$ cat config.mk
export PLATFORM = sky130hd
export DESIGN_NAME = uart_tx_arbiter
export DESIGN_NICKNAME = d
export VERILOG_FILES = /design/src/rtl/uart_arb_pkg.sv /design/src/rtl/uart_tx_arbiter_rr_pick.sv /design/src/rtl/uart_tx_arbiter.sv
export SDC_FILE = /design/constraint.sdc
export NUM_CORES = 1
export LEC_CHECK = 0
export CELL_PAD_IN_SITES_DETAIL_PLACEMENT = 0
export CELL_PAD_IN_SITES_GLOBAL_PLACEMENT = 1
export CORE_MARGIN = 2
export CORE_UTILIZATION = 35
export DETAILED_ROUTE_END_ITERATION = 10
export PLACE_DENSITY = 0.84
export SLEW_MARGIN = 5
export SYNTH_ARGS = -nofsm -noshare
export SYNTH_HDL_FRONTEND = slang
export SYNTH_SLANG_ARGS = --single-unit
$ cat constraint.sdc
create_clock -name clk -period 7.8 [get_ports clk]
set_input_delay 2.34 -clock clk [delete_from_list [all_inputs] [get_ports clk]]
set_output_delay 2.34 -clock clk [all_outputs]
set_load 0.01 [all_outputs]
$ cat src/rtl/uart_arb_pkg.sv
// Shared types and sizing helpers for the UART transmit arbiter.
// Holds the sequencer state encoding and the default requester/byte geometry.
package uart_arb_pkg;

    typedef enum logic [1:0] {
        IDLE,
        LAUNCH,
        WAIT_DONE,
        GAP
    } arb_state_t;

    localparam int NUM_REQ_DEF = 4;
    localparam int DATA_W_DEF  = 8;

    // Grant index width; a single requester still needs one bit to name itself.
    function automatic int gnt_w(input int n);
        return (n > 1) ? $clog2(n) : 1;
    endfunction

    // Width of a down/up counter that must be able to hold the value n.
    function automatic int cnt_w(input int n);
        return (n > 1) ? $clog2(n + 1) : 1;
    endfunction

    localparam int GNT_W_DEF = gnt_w(NUM_REQ_DEF);

endpackage

$ cat src/rtl/uart_tx_arbiter_rr_pick.sv
// Combinational round-robin priority encoder: scans last_gnt+1, last_gnt+2, ...
// with wrap and reports the first asserted request.
module rr_pick
    import uart_arb_pkg::*;
#(
    parameter int NUM_REQ = NUM_REQ_DEF,
    parameter int GNT_W   = GNT_W_DEF
) (
    input  logic [NUM_REQ-1:0] req,
    input  logic [GNT_W-1:0]   last_gnt,
    output logic               found,
    output logic [GNT_W-1:0]   idx
);

    function automatic logic [GNT_W-1:0] wrap(input int v);
        return GNT_W'(v % NUM_REQ);
    endfunction

    // The previous winner is visited last, so it only wins again when alone.
    always_comb begin
        found = 1'b0;
        idx   = last_gnt;
        for (int k = 1; k <= NUM_REQ; k++) begin
            if (!found && req[wrap(int'(last_gnt) + k)]) begin
                found = 1'b1;
                idx   = wrap(int'(last_gnt) + k);
            end
        end
    end

endmodule

$ cat src/rtl/uart_tx_arbiter.sv
// Shares one 8N1 UART serializer between NUM_REQ byte producers with
// round-robin, packet-lockable grants. Optional watchdog: `UART_ARB_WDOG_EN.
module uart_tx_arbiter
    import uart_arb_pkg::*;
#(
    parameter int  NUM_REQ     = NUM_REQ_DEF,
    parameter int  DATA_W      = DATA_W_DEF,
    parameter int  GAP_CYCLES  = 4,
    parameter int  WDOG_CYCLES = 20000,
    localparam int GNT_W       = gnt_w(NUM_REQ)
) (
    input  logic                      clk,
    input  logic                      rst,
    input  logic [NUM_REQ-1:0]        req_valid,
    input  logic [NUM_REQ*DATA_W-1:0] req_data,
    input  logic [NUM_REQ-1:0]        req_last,
    output logic [NUM_REQ-1:0]        req_ready,
    output logic                      uart_start,
    output logic [DATA_W-1:0]         uart_txin,
    input  logic                      uart_txdone,
    output logic [GNT_W-1:0]          grant_id,
    output logic                      busy,
    output logic                      wdog_err
);

    localparam int GAP_W = cnt_w(GAP_CYCLES);

    arb_state_t        state;
    arb_state_t        state_nxt;
    logic              lock;
    logic [GAP_W-1:0]  gap_cnt;

    logic              rr_found;
    logic [GNT_W-1:0]  rr_idx;
    logic              pick_found;
    logic [GNT_W-1:0]  pick_idx;
    logic [DATA_W-1:0] pick_data;
    logic              pick_last;

    logic              accept;
    logic              gap_load;
    logic              wdog_hit;

    rr_pick #(
        .NUM_REQ (NUM_REQ),
        .GNT_W   (GNT_W)
    ) u_rr_pick (
        .req      (req_valid),
        .last_gnt (grant_id),
        .found    (rr_found),
        .idx      (rr_idx)
    );

    // A locked packet pins eligibility to the current holder; nobody else is looked at.
    always_comb begin
        if (lock) begin
            pick_found = req_valid[grant_id];
            pick_idx   = grant_id;
        end else begin
            pick_found = rr_found;
            pick_idx   = rr_idx;
        end
        pick_data = req_data[int'(pick_idx) * DATA_W +: DATA_W];
        pick_last = req_last[pick_idx];
    end

    always_comb begin
        state_nxt  = state;
        accept     = 1'b0;
        gap_load   = 1'b0;
        uart_start = 1'b0;
        case (state)
            IDLE: begin
                if (pick_found && !rst) begin
                    accept    = 1'b1;
                    state_nxt = LAUNCH;
                end
            end
            LAUNCH: begin
                uart_start = 1'b1;
                state_nxt  = WAIT_DONE;
            end
            WAIT_DONE: begin
                if (uart_txdone || wdog_hit) begin
                    gap_load  = 1'b1;
                    state_nxt = GAP;
                end
            end
            GAP: begin
                if (gap_cnt <= GAP_W'(1)) begin
                    state_nxt = IDLE;
                end
            end
            default: state_nxt = IDLE;
        endcase
    end

    always_comb begin
        req_ready = '0;
        if (accept) begin
            req_ready[pick_idx] = 1'b1;
        end
    end

    assign busy = (state != IDLE);

`ifdef UART_ARB_WDOG_EN
    localparam int WD_W = cnt_w(WDOG_CYCLES);

    logic [WD_W-1:0] wdog_cnt;

    // Counts only while a frame is outstanding; any other state rearms it.
    always_ff @(posedge clk or posedge rst) begin
        if (rst) begin
            wdog_cnt <= '0;
        end else if (state == WAIT_DONE) begin
            wdog_cnt <= wdog_cnt + 1'b1;
        end else begin
            wdog_cnt <= '0;
        end
    end

    assign wdog_hit = (state == WAIT_DONE) && !uart_txdone &&
                      (wdog_cnt == WD_W'(WDOG_CYCLES - 1));
`else
    // Constant zero; the limit only has meaning with the watchdog built in.
    assign wdog_hit = 1'b0 && (WDOG_CYCLES != 0);
`endif

    assign wdog_err = wdog_hit;

    always_ff @(posedge clk or posedge rst) begin
        if (rst) begin
            state     <= IDLE;
            lock      <= 1'b0;
            grant_id  <= GNT_W'(NUM_REQ - 1);
            uart_txin <= '0;
            gap_cnt   <= '0;
        end else begin
            state <= state_nxt;
            if (accept) begin
                uart_txin <= pick_data;
                grant_id  <= pick_idx;
                lock      <= ~pick_last;
            end else if (wdog_hit) begin
                lock <= 1'b0;
            end
            if (gap_load) begin
                gap_cnt <= GAP_W'(GAP_CYCLES);
            end else if (state == GAP && gap_cnt != '0) begin
                gap_cnt <= gap_cnt - 1'b1;
            end
        end
    end

endmodule

==> results.yml <==
setup_path:
  cp.required_ns: 5.46
  crit_path_end_kind: "primary output"
  start_kind: "input port"
  crit_slowest_cell: "clkdlybuf4s50_1"
  cpPeakStageDelay_ns: 0.69
  path_cells: "clkdlybuf4s50_1 > mux2i_1 > a22oi_2 > a21oi_1 > or3_1 > or2_1 > nor2_1 > clkdlybuf4s50_1"
  crit_type: "in2out"
  critPathBufInv: 2
  worstPathArrival_ns: 4.83
  cpMostUsedCell: "clkdlybuf4s50_1"
  cp_top_family: "buffers and inverters"
  path_max_fanout: 12
global_route:
  grt_pass1_wl_mm: 7.776
  grt_max_degree: 30
  antenna_found_initial: 0
  grt_pass1_vias: 1590
  grtUsageTotal: 0.1876
  grt_overflow: 0
yosys:
  synth_top_family_by_area: "compound AO/OA/AOI/OAI gates"
  synth_xor_area_frac: 0.005464
  synth_fa_ha_area_frac: 0.05464
  postSynthCellCount: 180
  seq_area_frac_synth: 0.2514
  yosys_warnings: 0
  synth_seq_cells: 16
  synthSimpleGateAreaFrac: 0.1124
  synth_nets: 230
  synthArstFlopShare: 1.000
  syn_area_um2: 1603
  synth_edf_count: 0
  yosys-mux-area-fraction: 0.04684
  ys_types: 49
  synth_compound_area_frac: 0.4426
  avgSynthCellArea_um2: 8.904
  ys.flop_type: "dfrtp_1"
floorplan:
  placeableCoreArea_um2: 4384
  row_count: 24
  die-height_um: 71.67
  fp.dieArea_um2: 5137
  initial_utilization: 0.3656
  die_w_um: 71.67
  io_pins: 60
placed_design:
  placed_cell_area_um2: 2203
  io_buffers: 58
  gp_congestion: 0.7124
  placed_cells: 280
  dp_hpwl_mm: 3.380
clock_tree:
  cts_tree: "built"
  clock-sinks: 16
  clk_pin_slew_ns: 0.06
  cts_setup_buffers: 0
  cts_made_buffers: 3
  cts_buffer_depth: 2
  insertion_delay_ns: 0.25
  cts_resized: 0
  hold_buffers: 0
  h-tree-depth: 1
  root_buffer: "clkbuf_8"
routing:
  via_count: 1692
  drc: 0
  finalWirelength_mm: 4.694
  drtIter0Drc: 147
  vias_per_cell: 5.958
  drtAntennaViolNets: 0
  firstDrtPassIters: 4
  post_drt_wl_per_cell_um: 16.53
timing:
  tightest_slew_ns: 0.8024
  hold_viol: 0
  fmaxAchievable_mhz: 139.4
  post-route-min-period_ns: 7.172
  maxSlewHeadroom: 0.4650
  setup_viol: 0
  slew_violations: 0
  min_period_over_period: 0.9195
  skew_ns: 0.003322
  rsz0062_at_grt: "no"
  tns_ns: 0
finish:
  syn_to_final_growth_pct: 40.91
  stdcell_count: 284
  n_antenna_cell: 0
  drive_gt1_frac: 0.1164
  fill_cells: 412
  layout.nets: 283
  final_util: 0.5151
  fin_area_um2: 2258
pwr:
  peakVddDrop_mv: 0.1265
  p_per_area_nw_per_um2: 354.1
  total_leakage_power_nw: 0.8416
  design_power_total_w: 0.0007997
job:
  cap_viol_max_count: 0
min_path:
  min_path_type: "reg2reg"
outcome:
  status: "finished clean"
power by group:
| part | switching (W) | internal (W) | total (W) |
|---|---|---|---|
| logic | 0.000273 | 0.000265 | 0.000538 |
| clock network | 0.0000283 | 0.0000447 | 0.0000730 |
| registers | 0.0000583 | 0.000130 | 0.000188 |
cell type report:
class                           instances  area [um^2]  area share
Inverter                               10        37.54     0.01662
Clock buffer                            4        55.05     0.02438
Multi-Input combinational cell        137         1065      0.4715
Timing Repair Buffer                   65        633.1      0.2803
Sequential cell                        16        402.9      0.1784
Tap cell                               52        65.06     0.02881
tightest hold or removal path, cell delays in order (launching register included):
cell and delay, ns:
dfrtp_1 0.34, a21oi_1 0.06, a21oi_1 0.12
path summary, 6_finish.rpt:
path / slack [ns] / depth (start not counted) / startpoint / endpoint
max: 0.63 / 8 / req_valid[2] / req_ready[1]
min: 0.56 / 2 / gap_cnt[1] / gap_cnt[1]
max reg2reg: 5.20 / 7 / grant_id[0] / uart_txin[2]
min reg2reg: 0.56 / 2 / gap_cnt[1] / gap_cnt[1]
max in group asynchronous: 4.82 / 2 / rst / uart_txin[2]
min in group asynchronous: 2.58 / 2 / rst / uart_txin[5]
routing by layer:
| layer | GRT usage | vias up | wire, um |
|---|---|---|---|
| li1 | - | 814 | - |
| met1 | 0.2694 | 824 | 2236 |
| met2 | 0.2912 | 52 | 2090 |
| met3 | 0.04079 | 2 | 342 |
| met4 | 0.03774 | 0 | 25 |
| met5 | 0 | - | 0 |
kinds of logic (layout without fill, tap and decap cells):
kind of cell	Yosys count	in the layout
AO/OA/AOI/OAI	89	89
flip-flops	16	16
multiplexers	6	6
adder cells (fa/ha/maj)	7	7
buffers and inverters	27	79
AND/OR/NAND/NOR	33	33
other	1	1
XOR/XNOR	1	1
layout by cell type, fill, tap and decap left out, types with 4 or more instances in the layout:
| cell | synthesis | layout |
|---|---|---|
| o2111ai_1 | 9 | 9 |
| clkbuf_8 | 0 | 4 |
| ha_1 | 7 | 7 |
| a21oi_1 | 8 | 8 |
| nor3b_1 | 4 | 4 |
| a22oi_1 | 32 | 32 |
| nor2b_1 | 4 | 4 |
| nand2_1 | 5 | 5 |
| dfrtp_1 | 14 | 14 |
| o21ai_0 | 12 | 12 |
| buf_4 | 2 | 7 |
| inv_1 | 9 | 9 |
| nor2_1 | 10 | 10 |
| o221a_1 | 6 | 6 |
| clkdlybuf4s50_1 | 0 | 58 |
cells in the mapped netlist, types with 2 or more instances:
| cell type | n | area (um^2) |
|---|---|---|
| inv_1 | 9 | 33.78 |
| mux2i_1 | 3 | 30.03 |
| buf_2 | 9 | 45.04 |
| nor4_1 | 2 | 12.51 |
| dfrtp_1 | 14 | 350.3 |
| nor2b_1 | 4 | 25.02 |
| a21oi_1 | 8 | 40.04 |
| clkbuf_1 | 4 | 15.01 |
| a22oi_1 | 32 | 240.2 |
| nor3b_1 | 4 | 30.03 |
| buf_6 | 2 | 22.52 |
| nor2_1 | 10 | 37.54 |
| nand2_1 | 5 | 18.77 |
| o21ai_0 | 12 | 60.06 |
| buf_4 | 2 | 15.01 |
| mux2_2 | 2 | 22.52 |
| ha_1 | 7 | 87.58 |
| o2111ai_1 | 9 | 78.83 |
| a31oi_1 | 3 | 18.77 |
| o221ai_1 | 2 | 17.52 |
| o221a_1 | 6 | 67.56 |
| o211ai_1 | 3 | 22.52 |
| dfstp_2 | 2 | 52.55 |
per-stage QoR:
step | setup WS [ns] | hold WS (ns)
after global placement | 0.6902 | 0.5413
after CTS | 0.6463 | 0.5760
after floorplan | 1.655 | 0.5087
final | 0.6277 | 0.5645
after detailed placement | 0.6742 | 0.5544
after global routing | 0.4162 | 0.5901
flip-flops by register name, indices dropped and copies added, names as in the netlist:
name	flops
uart_txin	8
gap_cnt	3
grant_id	2
state	2
lock	1
(Power assumes the default switching activity.)
==> patch: new RTL, same flow settings <==
The option `UART_ARB_WDOG_EN` is turned on by a define.
--- a/src/rtl/uart_tx_arbiter.sv
+++ b/src/rtl/uart_tx_arbiter.sv
@@ -2,2 +2,4 @@
 // round-robin, packet-lockable grants. Optional watchdog: `UART_ARB_WDOG_EN.
+`define UART_ARB_WDOG_EN
+
 module uart_tx_arbiter
Behaviour: same outputs for any inputs over 4 cycles, from zero or initial values and one cycle with rst high; that may be too few to reach the edited logic, so the function may still have changed.
==> patch against the unedited design <==
- sequential cell count up 15
- worst setup slack better by 0.12 ns
- wire length rose by 21%
- power rose by 20%
- area after synthesis grew 36%
- synthesized cell count up 40%
- design area grew 31%
- first-iteration DRC count decreased by 7.5%
- critical endpoint is now req_ready[2]
==> patch: results (changes against the unedited design) <==
Status -> finished clean
R2r setup slk -> 5.54 ns (+0.34 ns)
Vias in the first global route -> 1915 (+20%)
CTS HTree Levels -> 2 (+1)
Worst-case hold path end point -> wdog_cnt[0]
Share of cells above drive strength 1 -> 0.08307 (-0.03331)
Sw Share -> 0.4218 (-0.02840)
Detailed-route via count -> 2012 (+19%)
Launch point of the worst hold path -> wdog_cnt[0]
First-pass GRT wire length -> 9480 um (+22%)
FFs w/ async S/R, synth -> 1.000 (unchanged)
Post-Syn Nets -> 304 (+32%)
Worst-path cell with the longest stage delay -> clkdlybuf4s50_1
DP HPWL -> 4250 um (+26%)
Fillers -> 565 (+37%)
Slowest stage delay, CP -> 0.53 ns (-0.16 ns)
Met2 Resource Use GR -> 0.2544 (-0.03675)
Post-synth top cells -> 29 x dfrtp_1, 24 x nand3_1, 22 x a21oi_1, 22 x o21ai_0, 16 x nor2_1
Yosys warnings -> 0 (unchanged)
Post-synth cell types -> 48 (-2.0%)
Routed len/inst -> 14.58 um (-12%)
GPL Wtd Cong -> 0.7737 (+8.6%)
Top cells by area, synth -> dfrtp_1 33%, nand3_1 5.5%, ha_1 5.2%
Sequential area share after synthesis -> 0.3564 (+0.1051)
TritonCTS Buffers -> 5 (+2)
Number of detailed-route iterations in the first pass -> 4 (unchanged)
Ant diodes -> 0 (unchanged)
Worst-path fanout max -> 9 (-3)
Largest regs -> wdog_cnt x15, uart_txin x8, gap_cnt x3
Worst hold path type -> reg -> reg
Worst IR drop on VDD -> 0.1847 mV (+46%)
Met1 GRT Util -> 0.2378 (-0.03160)
Least-Margin Pin Slew -> 0.5045 ns (-0.2980 ns)
Total GRT Usage -> 0.1694 (-0.01825)
M3 GR Usage -> 0.04473 (+0.003944)
Clock Latency Late Sink -> 0.29 ns (+0.04 ns)
Worst slack, placed -> 0.7511 ns (+0.07695 ns)
Crit path DAT -> 4.71 ns (-0.12 ns)
Final nets -> 364 (+29%)
Reg2reg end -> lock
Leakage Power -> 1.212 nW (+44%)
1st-iter DRT viols -> 136 (-7.5%)
Number of port buffers -> 59 (+1.7%)
Clk root buf -> clkbuf_8
Worst hold stages -> 1 (-1)
Clock Skews -> 0.005523 ns (+0.002201 ns)
Pin count of the biggest net entering global routing -> 27 (-10%)
Reg2reg start -> grant_id[1]
[patch: power by group through the flow]
stage	combinational (mW)	clock, mW	sequential, mW
3_3_place_gp	0.562	0	0.257
4_1_cts	0.567	0.143	0.255
5_1_grt	0.624	0.151	0.263
3_5_place_dp	0.564	0	0.257
2_1_floorplan	0.377	0	0.251
6_report	0.562	0.140	0.254
[patch: metal layers]
layer | part of all wire | up-vias | wire length (um)
li1 | - | 1014 | -
met1 | 0.48 | 928 | 2709
met2 | 0.45 | 64 | 2526
met3 | 0.062 | 6 | 353
met4 | 0.012 | 0 | 68
met5 | 0 | - | 0
[patch: cell families after synthesis]
kind of cell,synth area share
AO/OA/AOI/OAI,0.2121
multiplexers,0.02980
AND/OR/NAND/NOR,0.2441
flip-flops,0.3564
adder cells (fa/ha/maj),0.05158
buffers and inverters,0.05387
XOR/XNOR,0.05215
[patch: worst max-delay path by stage]
stage | startpoint | endpoint | slack, ns | depth (start not counted)
finish | req_valid[3] | req_ready[2] | 0.75 | 7
detailed placement | req_valid[3] | req_ready[2] | 0.75 | 8
floorplan | req_valid[0] | req_ready[2] | 1.84 | 6
global route | req_valid[3] | req_ready[0] | 0.56 | 8
CTS | req_valid[3] | req_ready[2] | 0.74 | 8
global placement | req_valid[3] | req_ready[3] | 0.74 | 7
[patch: final cells by class]
type,instances,share of cell area
Multi-Input combinational cell,196,0.4377
Sequential cell,31,0.2636
Timing Repair Buffer,66,0.2178
Clock buffer,8,0.03390
Tap cell,75,0.03178
Inverter,12,0.01525
[patch: per-stage QoR]
step	cells	area [sq um]	hold slack (ns)
floorplan	252	2183	0.4502
detailed placement	380	2853	0.4768
global route	388	2953	0.5096
CTS	388	2953	0.4910
finish	388	2953	0.4903
global placement	380	2853	0.4778
